[src/rtl/lsu_pkg.sv]
// Shared encodings for the load/store initiator: funct3 codes, FSM states,
// request classes and the acceptance-time request classifier.
package lsu_pkg;

  localparam logic [2:0] F3_B  = 3'b000;
  localparam logic [2:0] F3_H  = 3'b001;
  localparam logic [2:0] F3_W  = 3'b010;
  localparam logic [2:0] F3_BU = 3'b100;
  localparam logic [2:0] F3_HU = 3'b101;

  typedef enum logic [2:0] {
    S_IDLE,
    S_LOAD,
    S_RMW_RD,
    S_RMW_WR,
    S_STORE,
    S_RESP
  } lsu_state_e;

  typedef enum logic [1:0] {
    CLS_OK,
    CLS_ILLEGAL,
    CLS_MISALIGNED,
    CLS_FAULT
  } lsu_class_e;

  // Only the highest-priority problem is reported: illegal > misaligned > fault.
  function automatic lsu_class_e lsu_classify(input logic        we,
                                              input logic [2:0]  funct3,
                                              input logic [31:0] addr,
                                              input logic [31:0] mem_bytes);
    logic illegal;
    logic misaligned;
    illegal    = we ? (funct3 >= 3'b011)
                    : (funct3 == 3'b011 || funct3 == 3'b110 || funct3 == 3'b111);
    misaligned = ((funct3[1:0] == 2'b01) && addr[0]) ||
                 ((funct3[1:0] == 2'b10) && (addr[1:0] != 2'b00));
    if (illegal)                lsu_classify = CLS_ILLEGAL;
    else if (misaligned)        lsu_classify = CLS_MISALIGNED;
    else if (addr >= mem_bytes) lsu_classify = CLS_FAULT;
    else                        lsu_classify = CLS_OK;
  endfunction

endpackage

[src/rtl/lsu_mem_initiator_if.sv]
// Request/response and memory-port bundle between the pipeline, the LSU and memory.
interface lsu_mem_initiator_if;
  // A request transfers on a rising edge where req_valid && req_ready; the
  // requester holds its fields stable while req_valid is high and not yet accepted.
  logic        req_valid;
  logic        req_ready;
  logic        req_we;
  logic [2:0]  req_funct3;
  logic [31:0] req_addr;
  logic [31:0] req_wdata;
  logic        resp_valid;
  logic [31:0] resp_rdata;
  logic        resp_misaligned;
  logic        resp_illegal;
  logic        resp_fault;
  logic        mem_we;
  logic [31:0] mem_addr;
  logic [31:0] mem_wdata;
  logic [31:0] mem_rdata;

  modport master (
    input  req_valid, req_we, req_funct3, req_addr, req_wdata, mem_rdata,
    output req_ready, resp_valid, resp_rdata, resp_misaligned, resp_illegal,
           resp_fault, mem_we, mem_addr, mem_wdata
  );

  modport slave (
    output req_valid, req_we, req_funct3, req_addr, req_wdata, mem_rdata,
    input  req_ready, resp_valid, resp_rdata, resp_misaligned, resp_illegal,
           resp_fault, mem_we, mem_addr, mem_wdata
  );
endinterface

[src/rtl/lsu_lane_align.sv]
// Combinational byte-lane logic: load extraction/extension and sub-word store merge.
module lsu_lane_align
  import lsu_pkg::*;
(
  input  logic [2:0]  funct3,
  input  logic [1:0]  lane,
  input  logic [31:0] ld_word,
  input  logic [31:0] st_old,
  input  logic [31:0] st_wdata,
  output logic [31:0] ld_data,
  output logic [31:0] st_word
);

  logic [31:0] shifted;
  logic [7:0]  byte_sel;
  logic [15:0] half_sel;

  always_comb begin
    shifted  = ld_word >> {lane, 3'b000};
    byte_sel = shifted[7:0];
    half_sel = lane[1] ? ld_word[31:16] : ld_word[15:0];
    case (funct3)
      F3_B:    ld_data = {{24{byte_sel[7]}}, byte_sel};
      F3_H:    ld_data = {{16{half_sel[15]}}, half_sel};
      F3_BU:   ld_data = {24'd0, byte_sel};
      F3_HU:   ld_data = {16'd0, half_sel};
      default: ld_data = ld_word;
    endcase
  end

  // Untouched lanes keep the value just read from memory.
  always_comb begin
    st_word = st_old;
    case (funct3)
      F3_B:    st_word[{lane, 3'b000} +: 8]        = st_wdata[7:0];
      F3_H:    st_word[{lane[1], 4'b0000} +: 16]   = st_wdata[15:0];
      default: st_word = st_wdata;
    endcase
  end

endmodule

[src/rtl/lsu_mem_initiator.sv]
// Load/store initiator: accepts one RV32I memory request at a time, classifies it,
// and performs the load, word store, or read-modify-write against a word memory.
module lsu_mem_initiator
  import lsu_pkg::*;
#(
  parameter int unsigned MEM_BYTES = 1024
) (
  input  logic               clk,
  input  logic               rst,
  lsu_mem_initiator_if.master bus,
  output lsu_state_e         dbg_state
);

  lsu_state_e  state_q, state_d;
  lsu_class_e  cls_q, cls_in;
  logic [2:0]  f3_q;
  logic [31:0] addr_q;
  logic [31:0] wdata_q;
  logic [31:0] merge_q;
  logic [31:0] rdata_q;
  logic [31:0] ld_data;
  logic [31:0] st_word;
  logic        accept;

  assign accept    = bus.req_valid && (state_q == S_IDLE);
  assign cls_in    = lsu_classify(bus.req_we, bus.req_funct3, bus.req_addr, 32'(MEM_BYTES));
  assign dbg_state = state_q;

  lsu_lane_align u_align (
    .funct3   (f3_q),
    .lane     (addr_q[1:0]),
    .ld_word  (bus.mem_rdata),
    .st_old   (bus.mem_rdata),
    .st_wdata (wdata_q),
    .ld_data  (ld_data),
    .st_word  (st_word)
  );

  always_ff @(posedge clk or posedge rst) begin
    if (rst) state_q <= S_IDLE;
    else     state_q <= state_d;
  end

  // Memory strobes and response flags decode straight from state, so reset
  // withdraws a pending write immediately.
  always_comb begin
    state_d             = state_q;
    bus.req_ready       = 1'b0;
    bus.mem_we          = 1'b0;
    bus.mem_addr        = 32'd0;
    bus.mem_wdata       = 32'd0;
    bus.resp_valid      = 1'b0;
    bus.resp_misaligned = 1'b0;
    bus.resp_illegal    = 1'b0;
    bus.resp_fault      = 1'b0;
    case (state_q)
      S_IDLE: begin
        bus.req_ready = 1'b1;
        if (accept) begin
          if (cls_in != CLS_OK)          state_d = S_RESP;
          else if (!bus.req_we)          state_d = S_LOAD;
          else if (bus.req_funct3 == F3_W) state_d = S_STORE;
          else                           state_d = S_RMW_RD;
        end
      end
      S_LOAD: begin
        bus.mem_addr = {addr_q[31:2], 2'b00};
        state_d      = S_RESP;
      end
      S_RMW_RD: begin
        bus.mem_addr = {addr_q[31:2], 2'b00};
        state_d      = S_RMW_WR;
      end
      S_RMW_WR: begin
        bus.mem_addr  = {addr_q[31:2], 2'b00};
        bus.mem_we    = 1'b1;
        bus.mem_wdata = merge_q;
        state_d       = S_RESP;
      end
      S_STORE: begin
        bus.mem_addr  = {addr_q[31:2], 2'b00};
        bus.mem_we    = 1'b1;
        bus.mem_wdata = wdata_q;
        state_d       = S_RESP;
      end
      S_RESP: begin
        bus.resp_valid      = 1'b1;
        bus.resp_misaligned = (cls_q == CLS_MISALIGNED);
        bus.resp_illegal    = (cls_q == CLS_ILLEGAL);
        bus.resp_fault      = (cls_q == CLS_FAULT);
        state_d             = S_IDLE;
      end
      default: state_d = S_IDLE;
    endcase
  end

  assign bus.resp_rdata = rdata_q;

  always_ff @(posedge clk or posedge rst) begin
    if (rst) begin
      cls_q   <= CLS_OK;
      f3_q    <= 3'd0;
      addr_q  <= 32'd0;
      wdata_q <= 32'd0;
      merge_q <= 32'd0;
      rdata_q <= 32'd0;
    end else begin
      if (accept) begin
        cls_q   <= cls_in;
        f3_q    <= bus.req_funct3;
        addr_q  <= bus.req_addr;
        wdata_q <= bus.req_wdata;
      end
      case (state_q)
        S_LOAD:   rdata_q <= ld_data;
        S_RMW_RD: merge_q <= st_word;
        S_RESP:   rdata_q <= 32'd0;
        default:  ;
      endcase
    end
  end

endmodule

[src/flat_wrapper.sv]
// flat-port wrapper written by rule: the top's interface ports become plain ports
module lsu_mem_initiator_flat import lsu_pkg::*;
#(
  parameter int unsigned MEM_BYTES = 1024
)
  (clk, rst, dbg_state, bus_req_valid, bus_req_we, bus_req_funct3, bus_req_addr, bus_req_wdata, bus_mem_rdata, bus_req_ready, bus_resp_valid, bus_resp_rdata, bus_resp_misaligned, bus_resp_illegal, bus_resp_fault, bus_mem_we, bus_mem_addr, bus_mem_wdata);
  lsu_mem_initiator_if bus_i ();
  input  logic clk;
  input  logic rst;
  output lsu_state_e dbg_state;
  input wire logic [$bits(bus_i.req_valid)-1:0] bus_req_valid;
  input wire logic [$bits(bus_i.req_we)-1:0] bus_req_we;
  input wire logic [$bits(bus_i.req_funct3)-1:0] bus_req_funct3;
  input wire logic [$bits(bus_i.req_addr)-1:0] bus_req_addr;
  input wire logic [$bits(bus_i.req_wdata)-1:0] bus_req_wdata;
  input wire logic [$bits(bus_i.mem_rdata)-1:0] bus_mem_rdata;
  output wire logic [$bits(bus_i.req_ready)-1:0] bus_req_ready;
  output wire logic [$bits(bus_i.resp_valid)-1:0] bus_resp_valid;
  output wire logic [$bits(bus_i.resp_rdata)-1:0] bus_resp_rdata;
  output wire logic [$bits(bus_i.resp_misaligned)-1:0] bus_resp_misaligned;
  output wire logic [$bits(bus_i.resp_illegal)-1:0] bus_resp_illegal;
  output wire logic [$bits(bus_i.resp_fault)-1:0] bus_resp_fault;
  output wire logic [$bits(bus_i.mem_we)-1:0] bus_mem_we;
  output wire logic [$bits(bus_i.mem_addr)-1:0] bus_mem_addr;
  output wire logic [$bits(bus_i.mem_wdata)-1:0] bus_mem_wdata;
  assign bus_i.req_valid = bus_req_valid;
  assign bus_i.req_we = bus_req_we;
  assign bus_i.req_funct3 = bus_req_funct3;
  assign bus_i.req_addr = bus_req_addr;
  assign bus_i.req_wdata = bus_req_wdata;
  assign bus_i.mem_rdata = bus_mem_rdata;
  assign bus_req_ready = bus_i.req_ready;
  assign bus_resp_valid = bus_i.resp_valid;
  assign bus_resp_rdata = bus_i.resp_rdata;
  assign bus_resp_misaligned = bus_i.resp_misaligned;
  assign bus_resp_illegal = bus_i.resp_illegal;
  assign bus_resp_fault = bus_i.resp_fault;
  assign bus_mem_we = bus_i.mem_we;
  assign bus_mem_addr = bus_i.mem_addr;
  assign bus_mem_wdata = bus_i.mem_wdata;
  lsu_mem_initiator #(.MEM_BYTES(MEM_BYTES)) u_core (.clk(clk), .rst(rst), .bus(bus_i), .dbg_state(dbg_state));
endmodule
[config.mk]
export PLATFORM = sky130hd
export DESIGN_NAME = lsu_mem_initiator_flat
export DESIGN_NICKNAME = d
export VERILOG_FILES = /design/src/rtl/lsu_pkg.sv /design/src/rtl/lsu_mem_initiator_if.sv /design/src/rtl/lsu_lane_align.sv /design/src/rtl/lsu_mem_initiator.sv /design/src/flat_wrapper.sv
export SDC_FILE = /design/constraint.sdc
export NUM_CORES = 1
export LEC_CHECK = 0
export CAP_MARGIN = 30
export CORE_AREA = 4 4 127 129
export DETAILED_ROUTE_END_ITERATION = 8
export DIE_AREA = 0 0 131 133
export GPL_TIMING_DRIVEN = 0
export PLACE_DENSITY = 0.88
export SLEW_MARGIN = 20
export SYNTH_ARGS = -nofsm -noshare
export SYNTH_HDL_FRONTEND = slang
export SYNTH_SLANG_ARGS = --single-unit
[constraint.sdc]
create_clock -name clk -period 6.9 [get_ports clk]
set_input_delay 2.07 -clock clk [delete_from_list [all_inputs] [get_ports clk]]
set_output_delay 2.07 -clock clk [all_outputs]
set_load 0.02 [all_outputs]
Yosys cells after proc, flatten, opt, wreduce, memory -nomap -nowiden
Index checks and enable logic that the tools add are counted.
- word-level logic and storage cells: 71
- input bits: 103
- output and inout bits: 105
- register bits: 136
- add/subtract/negate cells: 2
- shift operators: 5
- eq/ne operators: 18
- muxes and demuxes: 23
- magnitude comparators: 2
- reduce and logical (&&, ||, !) cells: 14
- operators with widths (kind ; number):
    32-bit one-hot mux with 2 select lines ; 3
    32-bit one-hot mux with 4 select lines ; 1
    32-bit bitwise mux ; 2
    32-bit by 11-bit >= comparator with 1-bit output, second input constant ; 1
    32-bit 2-to-1 mux ; 1
    16-bit by 7-bit variable shift with 32-bit output, first input constant ; 1
    8-bit by 7-bit variable shift with 32-bit output, first input constant ; 1
    16-bit by 7-bit variable part select with 32-bit output ; 1
    8-bit by 7-bit variable part select with 32-bit output ; 1
    32-bit by 5-bit >> shifter with 8-bit output ; 1
    3-bit == test, second input constant ; 6
    16-bit 2-to-1 mux ; 1
    5-bit negation with 7-bit output ; 2
    3-bit by 2-bit == test with 1-bit output, second input constant ; 4
    3-bit 2-to-1 mux ; 4
    3-bit one-hot mux with 3 select lines ; 1
    1-bit 2-to-1 mux ; 7
    2-bit == test, second input constant ; 3
    3-bit by 1-bit == test with 1-bit output, second input constant ; 2
    3-bit logical NOT ; 2
    2-bit 2-to-1 mux ; 3
    2-bit nonzero test ; 3
    2-bit by 1-bit == test with 1-bit output, second input constant ; 2
    4-bit OR reduction ; 1
    other kinds (6) ; 10

Depth between registers and ports, before layout
Gate-level depths: netlist of the first run.
- word-level depth: 9
- mapped depth: 7
- mapped depth without buffers: 6

Modules after synthesis
Synthesis of the first run repeated with hierarchy kept, for this count alone.
- cells, all modules: 748
- area, all modules: 8025.2 µm²
- modules (own cells, without submodules) (module ; cells each ; instances ; sequential area each (µm²) ; area each (µm²)):
    lsu_mem_initiator ; 477 ; 1 ; 3403.3 ; 6209.7
    lsu_lane_align ; 271 ; 1 ; 0.0 ; 1815.5

Worst setup path before layout of the first run
No wires, ideal clock.
- path kind: reg2out
- from: reg u_core.state_q[0] (netlist: u_core.dbg_state[0])
- to: out bus_mem_addr[10]
- slack: 2.996 ns
- buffers on the path: 2
- required time: 4.830 ns
- arrival time: 1.834 ns
- cell stages (with the launch flop): 6
- cells stage by stage: dfrtp_1 buf_2 nor3_1 nor2_1 clkbuf_1 and2_1
- word-level cells in the longest chain between the ends: 3
- elaborated cells between the ends (all ways): 6
- those cells by class: eq/ne (4); mux (1); reduce/logical (1)
- ends and longest elaborated chain (element ; RTL line ; source):
    start: declaration ; lsu_mem_initiator.sv:14 ; lsu_state_e state_q, state_d;
    start signal: assignment ; lsu_mem_initiator.sv:41 ; else state_q <= state_d;
    3-bit by 1-bit == test with 1-bit output, or another cell as far along ; lsu_mem_initiator.sv:56 ; case (state_q)
    4-bit OR reduction (no source line) * ; -- ;
    32-bit 2-to-1 mux * ; lsu_mem_initiator.sv:56 ;
    end: declaration ; flat_wrapper.sv:24 ; output wire logic [$bits(bus_i.mem_addr)-1:0] bus_mem_addr;
Every way passes the cells marked *; elsewhere a longest branch is shown, timed or not.

Final worst setup path of the first run
- from: reg u_core.state_q[2] (netlist: u_core.dbg_state[2])
- to: out bus_mem_wdata[0]
- word-level cells in the longest chain between the ends: 2
- elaborated cells between the ends (all ways): 3
- those cells by class: eq/ne (2); mux (1)
- ends and longest elaborated chain (element ; RTL line ; source):
    3-bit == test / 3-bit by 2-bit == test with 1-bit output (equally long branches) ; lsu_mem_initiator.sv:56 ;
    32-bit one-hot mux with 2 select lines * ; lsu_mem_initiator.sv:56 ;
    end: declaration ; flat_wrapper.sv:25 ; output wire logic [$bits(bus_i.mem_wdata)-1:0] bus_mem_wdata;
Marks and branches as above.

==> results.yml, run 1 <==
yosys:
  yosysWarningCount: 0
  synth-edff-count: 0
  synthFlopType: "sky130_fd_sc_hd__dfrtp_1"
  synth.top_cells.by_area: "sky130_fd_sc_hd__dfrtp_1 (48%), sky130_fd_sc_hd__mux2_2 (11%), sky130_fd_sc_hd__a22o_1 (7.8%)"
  postSynthAreaPerCell_um2: 10.7
  syn-instance-count: 664
  synthDistinctLibCells: 51
  synth_largest_area_cell: "sky130_fd_sc_hd__dfrtp_1"
  synthMostInstantiatedCell: "sky130_fd_sc_hd__dfrtp_1"
  async_reset_ff_share_pct: 100
  netlist_area_um2: 7090
  synth.top_cell.area_share_pct: 48.0
  seq_area_frac_synth_pct: 48.0
  yosys_register_bits: 136
  netlist_top_cells_count: "sky130_fd_sc_hd__dfrtp_1 (136), sky130_fd_sc_hd__mux2_2 (71), sky130_fd_sc_hd__nand2_1 (71), sky130_fd_sc_hd__a22o_1 (63), sky130_fd_sc_hd__o21ai_0 (39)"
detailed_routing:
  route.vias.total: 6722
  wirelength_um: 24300
  ant_nets: 0
  dr.pass1.iters: 9
  post_drt_wl_per_cell_um: 22.3
  avgViaCountPerCell: 6.16
  initialDrtViolationCount: 981
  route.detailed.drc: 0
grt:
  grt_start_max_net_pins: 106
  antenna_found_initial: 0
  total_global_route_track_usage_pct: 27.6
  wire_length_of_the_first_global_routing_pass_um: 36500
  global_route.overflow_total: 0
  first_global_vias: 6630
status:
  status: "finished clean"
timing:
  fmax_mhz: 188
  max-slew-margin-rel_pct: 34.3
  timing.final.hold_violations: 0
  finalSetupViolations: 0
  fin_skew_ns: 0.00824
  final_min_period_over_clock_period_pct: 77.0
  fin_tns_setup_ns: 0
  final.min_clock_period_ns: 5.32
  rsz0062_at_grt: "no"
  tightest_slew_ns: 0.978
  timing_max_transition_violations_final: 0
finish:
  area_overhead_of_the_layout_relative_to_synthesis_pct: 41.2
  post-route-cell-area_um2: 10000
  fillers: 1125
  post_route_cells_drive_above_1_share_pct: 15.3
  finalCoreUtilization_pct: 66.5
  fin_nets: 998
  diodes: 0
setup_path:
  crit_path_end_kind: "primary output"
  cp_data_arrival_time_ns: 3.25
  regToRegStartpoint: "u_core.addr_q[1]"
  regToRegSetupSlack_ns: 4.51
  criticalPathCategory: "reg2out"
  critical_path_required_ns: 4.83
  crit_path_max_fanout: 10
  worst_setup_start_kind: "flip-flop"
  worstRegToRegCells: 7
  r2r-end: "u_core.merge_q[2]"
clock_tree:
  post_cts.repair.setup_buffers: 0
  cts-buffers-inserted: 17
  clock_sink_count: 136
  clk-insertion-delay-late_ns: 0.43
  postCtsResizedCells: 0
  holdBufCountCts: 0
  clk_path_buf_depth: 2
  tritoncts: "done"
  worst_setup_hold_path_clk_slew_ns: 0.06
  htreeDepth: 4
  cts_root_buffer: "sky130_fd_sc_hd__clkbuf_16"
placed_design:
  post_placement_cell_area_um2: 9410
  dp.final_hpwl_um: 18100
  place.gp.congestion: 0.969
  place.port_buffers: 205
die:
  ios: 208
  initial_core_util_pct: 47.1
  num_rows: 45
  die_h_um: 133
  core-area_um2: 15000
  die_area_um2: 17400
  die_width_um: 131
power_and_ir_drop:
  peakVddDrop_mv: 0.296
  cellPowerDensity_nw_per_um2: 453
  power_leakage_uw: 0.00403
  design_power_total_uw: 4530
flow_run:
  maxCapViolations: 0
worst_hold_path:
  hp-class: "reg2reg"
  startpoint_of_the_tightest_hold_check_path: "u_core.bus.resp_rdata[3]"
  worstHoldPathCells: 2
  holdPathEnd: "u_core.bus.resp_rdata[3]"
==> worst max-delay path by stage <==
stage / start / to / depth (start not counted)
2_1_floorplan: rst / u_core.addr_q[0] / 1
4_1_cts: u_core.dbg_state[2] / bus_mem_wdata[0] / 5
3_5_place_dp: u_core.dbg_state[2] / bus_mem_wdata[0] / 5
3_3_place_gp: rst / u_core.wdata_q[26] / 2
6_report: u_core.dbg_state[2] / bus_mem_wdata[0] / 5
5_1_grt: u_core.dbg_state[2] / bus_mem_wdata[0] / 5
==> metal layers <==
layer | GRT usage, % | wire length, um | up-vias
met5 | 0 | 0 | -
li1 | - | - | 2955
met2 | 42.8 | 11200 | 482
met3 | 10.7 | 3130 | 105
met1 | 34.1 | 8800 | 3180
met4 | 11.5 | 1160 | 0
==> stage by stage <==
stage | hold WS [ns] | cells | setup slack (ns)
CTS | 0.483 | 1091 | 1.71
floorplan | 0.450 | 665 | 1.19
detailed placement | 0.471 | 1059 | 2.18
finish | 0.486 | 1091 | 1.58
global route | 0.506 | 1091 | 1.58
global placement | 0.463 | 1058 | -0.684
==> state kept, by name (all words and copies together), names as in the netlist <==
register	count
u_core.merge_q	32
u_core.dbg_state	3
u_core.bus.resp_rdata	32
u_core.addr_q	32
u_core.wdata_q	32
u_core.f3_q	3
u_core.cls_q	2
==> area by class of cell <==
| type | instances | area [um^2] | share of cell area [%] |
|---|---|---|---|
| buffer | 60 | 293 | 2.93 |
| clock buffer | 23 | 468 | 4.68 |
| clock inverter | 9 | 123 | 1.23 |
| inverter | 13 | 56.3 | 0.563 |
| multi-input combinational | 456 | 3350 | 33.4 |
| sequential | 136 | 3400 | 34.0 |
| tap | 188 | 235 | 2.35 |
| timing repair buffer | 206 | 2080 | 20.8 |
==> critical path, stage by stage, from the launching register on <==
cell	delay [ns]
sky130_fd_sc_hd__dfrtp_1	0.44
sky130_fd_sc_hd__inv_2	0.11
sky130_fd_sc_hd__nor3_1	0.81
sky130_fd_sc_hd__clkbuf_1	0.56
sky130_fd_sc_hd__a22o_1	0.28
sky130_fd_sc_hd__clkdlybuf4s50_1	0.63
==> cell families after synthesis <==
logic type | after synthesis | synth area share [%]
AO/OA/AOI/OAI | 201 | 22.4
AND/OR/NAND/NOR | 174 | 11.9
flip-flops | 136 | 48.0
multiplexers | 74 | 11.9
buffers and inverters | 73 | 4.82
adder cells (fa/ha/maj) | 5 | 0.883
other | 1 | 0.0529
==> cell usage in the layout, fill, tap and decap left out, types with 5 or more instances in the layout <==
| cell type | count |
|---|---|
| sky130_fd_sc_hd__nor4_1 | 6 |
| sky130_fd_sc_hd__buf_2 | 8 |
| sky130_fd_sc_hd__o21ai_0 | 39 |
| sky130_fd_sc_hd__a221o_1 | 7 |
| sky130_fd_sc_hd__nand2_1 | 71 |
| sky130_fd_sc_hd__and2_1 | 32 |
| sky130_fd_sc_hd__a222oi_1 | 15 |
| sky130_fd_sc_hd__clkbuf_16 | 17 |
| sky130_fd_sc_hd__nor3_1 | 7 |
| sky130_fd_sc_hd__a221o_2 | 10 |
| sky130_fd_sc_hd__clkdlybuf4s50_1 | 205 |
| sky130_fd_sc_hd__buf_1 | 9 |
| sky130_fd_sc_hd__o221ai_1 | 7 |
| sky130_fd_sc_hd__dfrtp_1 | 136 |
| sky130_fd_sc_hd__and3_1 | 6 |
| sky130_fd_sc_hd__nor2_1 | 35 |
| sky130_fd_sc_hd__inv_1 | 11 |
| sky130_fd_sc_hd__a22o_1 | 63 |
| sky130_fd_sc_hd__a31oi_1 | 18 |
| sky130_fd_sc_hd__o21ai_1 | 6 |
| sky130_fd_sc_hd__clkbuf_1 | 37 |
| sky130_fd_sc_hd__clkinv_2 | 5 |
| sky130_fd_sc_hd__a221oi_1 | 17 |
| sky130_fd_sc_hd__mux2_2 | 71 |
| sky130_fd_sc_hd__a211oi_1 | 7 |
| sky130_fd_sc_hd__ha_1 | 5 |
| sky130_fd_sc_hd__buf_6 | 6 |
==> power by group <==
part	internal [uW]	total, uW	switching [uW]
Combinational	1080	2330	1250
Clock	584	920	336
Sequential	1070	1280	213
Total	2730	4530	1800
(Power assumes the default switching activity.)
==> run 2: changes to the inputs <==
- clock period: 6.9 -> 5.05 ns (I/O delays scaled with it)
==> results.yml, run 2 (synthesis results as in run 1) <==
grt:
  global_route.overflow_total: 0
  total_global_route_track_usage_pct: 27.5
  grt_start_max_net_pins: 35
  wire_length_of_the_first_global_routing_pass_um: 36700
  antenna_found_initial: 0
  first_global_vias: 6724
timing:
  finalSetupViolations: 0
  final_min_period_over_clock_period_pct: 88.1
  timing_max_transition_violations_final: 0
  timing.final.hold_violations: 0
  tightest_slew_ns: 0.794
  fin_tns_setup_ns: 0
  rsz0062_at_grt: "no"
  max-slew-margin-rel_pct: 46.8
  fmax_mhz: 225
  final.min_clock_period_ns: 4.45
  fin_skew_ns: 0.0104
die:
  die_width_um: 131
  initial_core_util_pct: 47.1
  ios: 208
  core-area_um2: 15000
  die_area_um2: 17400
  num_rows: 45
  die_h_um: 133
setup_path:
  critical-path-max-stage-delay_ns: 0.62
  critical-path-slowest-cell: "sky130_fd_sc_hd__clkdlybuf4s50_1"
  timing.critical_path.cells: "buf_2, and3_1, clkbuf_1, clkbuf_1, a22o_1, clkdlybuf4s50_1"
  worst_setup_start_kind: "flip-flop"
  crit_path_max_fanout: 10
  cp_data_arrival_time_ns: 2.94
  critPathMostFrequentCell: "sky130_fd_sc_hd__clkbuf_1"
  criticalPathCategory: "reg2out"
  critical_path_required_ns: 3.54
  crit_path_end_kind: "primary output"
detailed_routing:
  wirelength_um: 24400
  ant_nets: 0
  avgViaCountPerCell: 6.24
  initialDrtViolationCount: 918
  route.vias.total: 6809
  route.detailed.drc: 0
  post_drt_wl_per_cell_um: 22.4
  dr.pass1.iters: 6
clock_tree:
  post_cts.repair.setup_buffers: 0
  clk-insertion-delay-late_ns: 0.42
  postCtsResizedCells: 0
  clock_sink_count: 136
  holdBufCountCts: 0
  tritoncts: "done"
  clk_path_buf_depth: 2
  worst_setup_hold_path_clk_slew_ns: 0.06
  cts-buffers-inserted: 17
  cts_root_buffer: "sky130_fd_sc_hd__clkbuf_16"
  htreeDepth: 4
finish:
  fin_nets: 1002
  post_route_cells_drive_above_1_share_pct: 15.3
  finalCoreUtilization_pct: 66.2
  layout_commonest_cell: "sky130_fd_sc_hd__clkdlybuf4s50_1"
  area_overhead_of_the_layout_relative_to_synthesis_pct: 40.5
  multiInputGateArea_um2: 3350
  diodes: 0
  most-common-layout-cells: "sky130_fd_sc_hd__clkdlybuf4s50_1 (205), sky130_fd_sc_hd__dfrtp_1 (136), sky130_fd_sc_hd__mux2_2 (71), sky130_fd_sc_hd__nand2_1 (71), sky130_fd_sc_hd__a22o_1 (63)"
  seq_area_um2: 3400
  fillers: 1117
power_and_ir_drop:
  cellPowerDensity_nw_per_um2: 603
  peakVddDrop_mv: 0.361
  power_leakage_uw: 0.00401
flow_run:
  maxCapViolations: 0
placed_design:
  place.gp.congestion: 0.974
  place.port_buffers: 205
  dp.final_hpwl_um: 18200
status:
  status: "finished clean"
worst_hold_path:
  hp-class: "reg2reg"
## run 2: path summary, 6_finish.rpt
path | from | endpoint | slack [ns] | cells after the start
hold reg to reg | u_core.bus.resp_rdata[13] | u_core.bus.resp_rdata[13] | 0.47 | 2
setup reg to reg | u_core.addr_q[1] | u_core.merge_q[5] | 2.74 | 7
max in group asynchronous | rst | u_core.wdata_q[27] | 2.81 | 4
min in group asynchronous | rst | u_core.cls_q[0] | 1.52 | 2
setup / recovery | u_core.dbg_state[0] | bus_mem_wdata[0] | 0.60 | 6
hold / removal | u_core.bus.resp_rdata[13] | u_core.bus.resp_rdata[13] | 0.47 | 2
## run 2: layout make-up
| type | count | share of cell area (%) |
|---|---|---|
| buffer | 60 | 2.94 |
| clock buffer | 22 | 4.56 |
| clock inverter | 6 | 0.302 |
| inverter | 13 | 0.528 |
| multi-input combinational | 456 | 33.6 |
| sequential | 136 | 34.2 |
| tap | 188 | 2.36 |
| timing repair buffer | 210 | 21.5 |
## run 2: routing by layer
layer	share of wire [%]	global-route usage [%]	up-vias
met1	37	33.4	3303
met2	46	42.7	463
met4	4.9	13.2	0
met5	0	0	-
li1	-	-	2960
met3	12	10.7	83
## run 2: report_power, final
part           internal [uW]  switching [uW]
Sequential              1460             289
Combinational           1480            1720
Clock                    622             437
## run 2: through the flow
stage	std cells	hold slack (ns)	instance area, um^2	total power [uW]	setup WS (ns)
2_1_floorplan	665	0.450	7090	3600	1.70
5_1_grt	1091	0.511	9960	6300	0.498
3_3_place_gp	1058	0.463	9380	4820	0.631
3_5_place_dp	1062	0.469	9470	4900	0.830
6_report	1091	0.475	9960	6010	0.599
4_1_cts	1090	0.482	9950	5980	0.387
## run 2: worst max-delay path: cells and delay by family, from the launching register on
kind | cells | cell delay [ns]
AO/OA/AOI/OAI | 1 | 0.29
buffers and inverters | 4 | 1.69
AND/OR/NAND/NOR | 1 | 0.17
flip-flops | 1 | 0.36
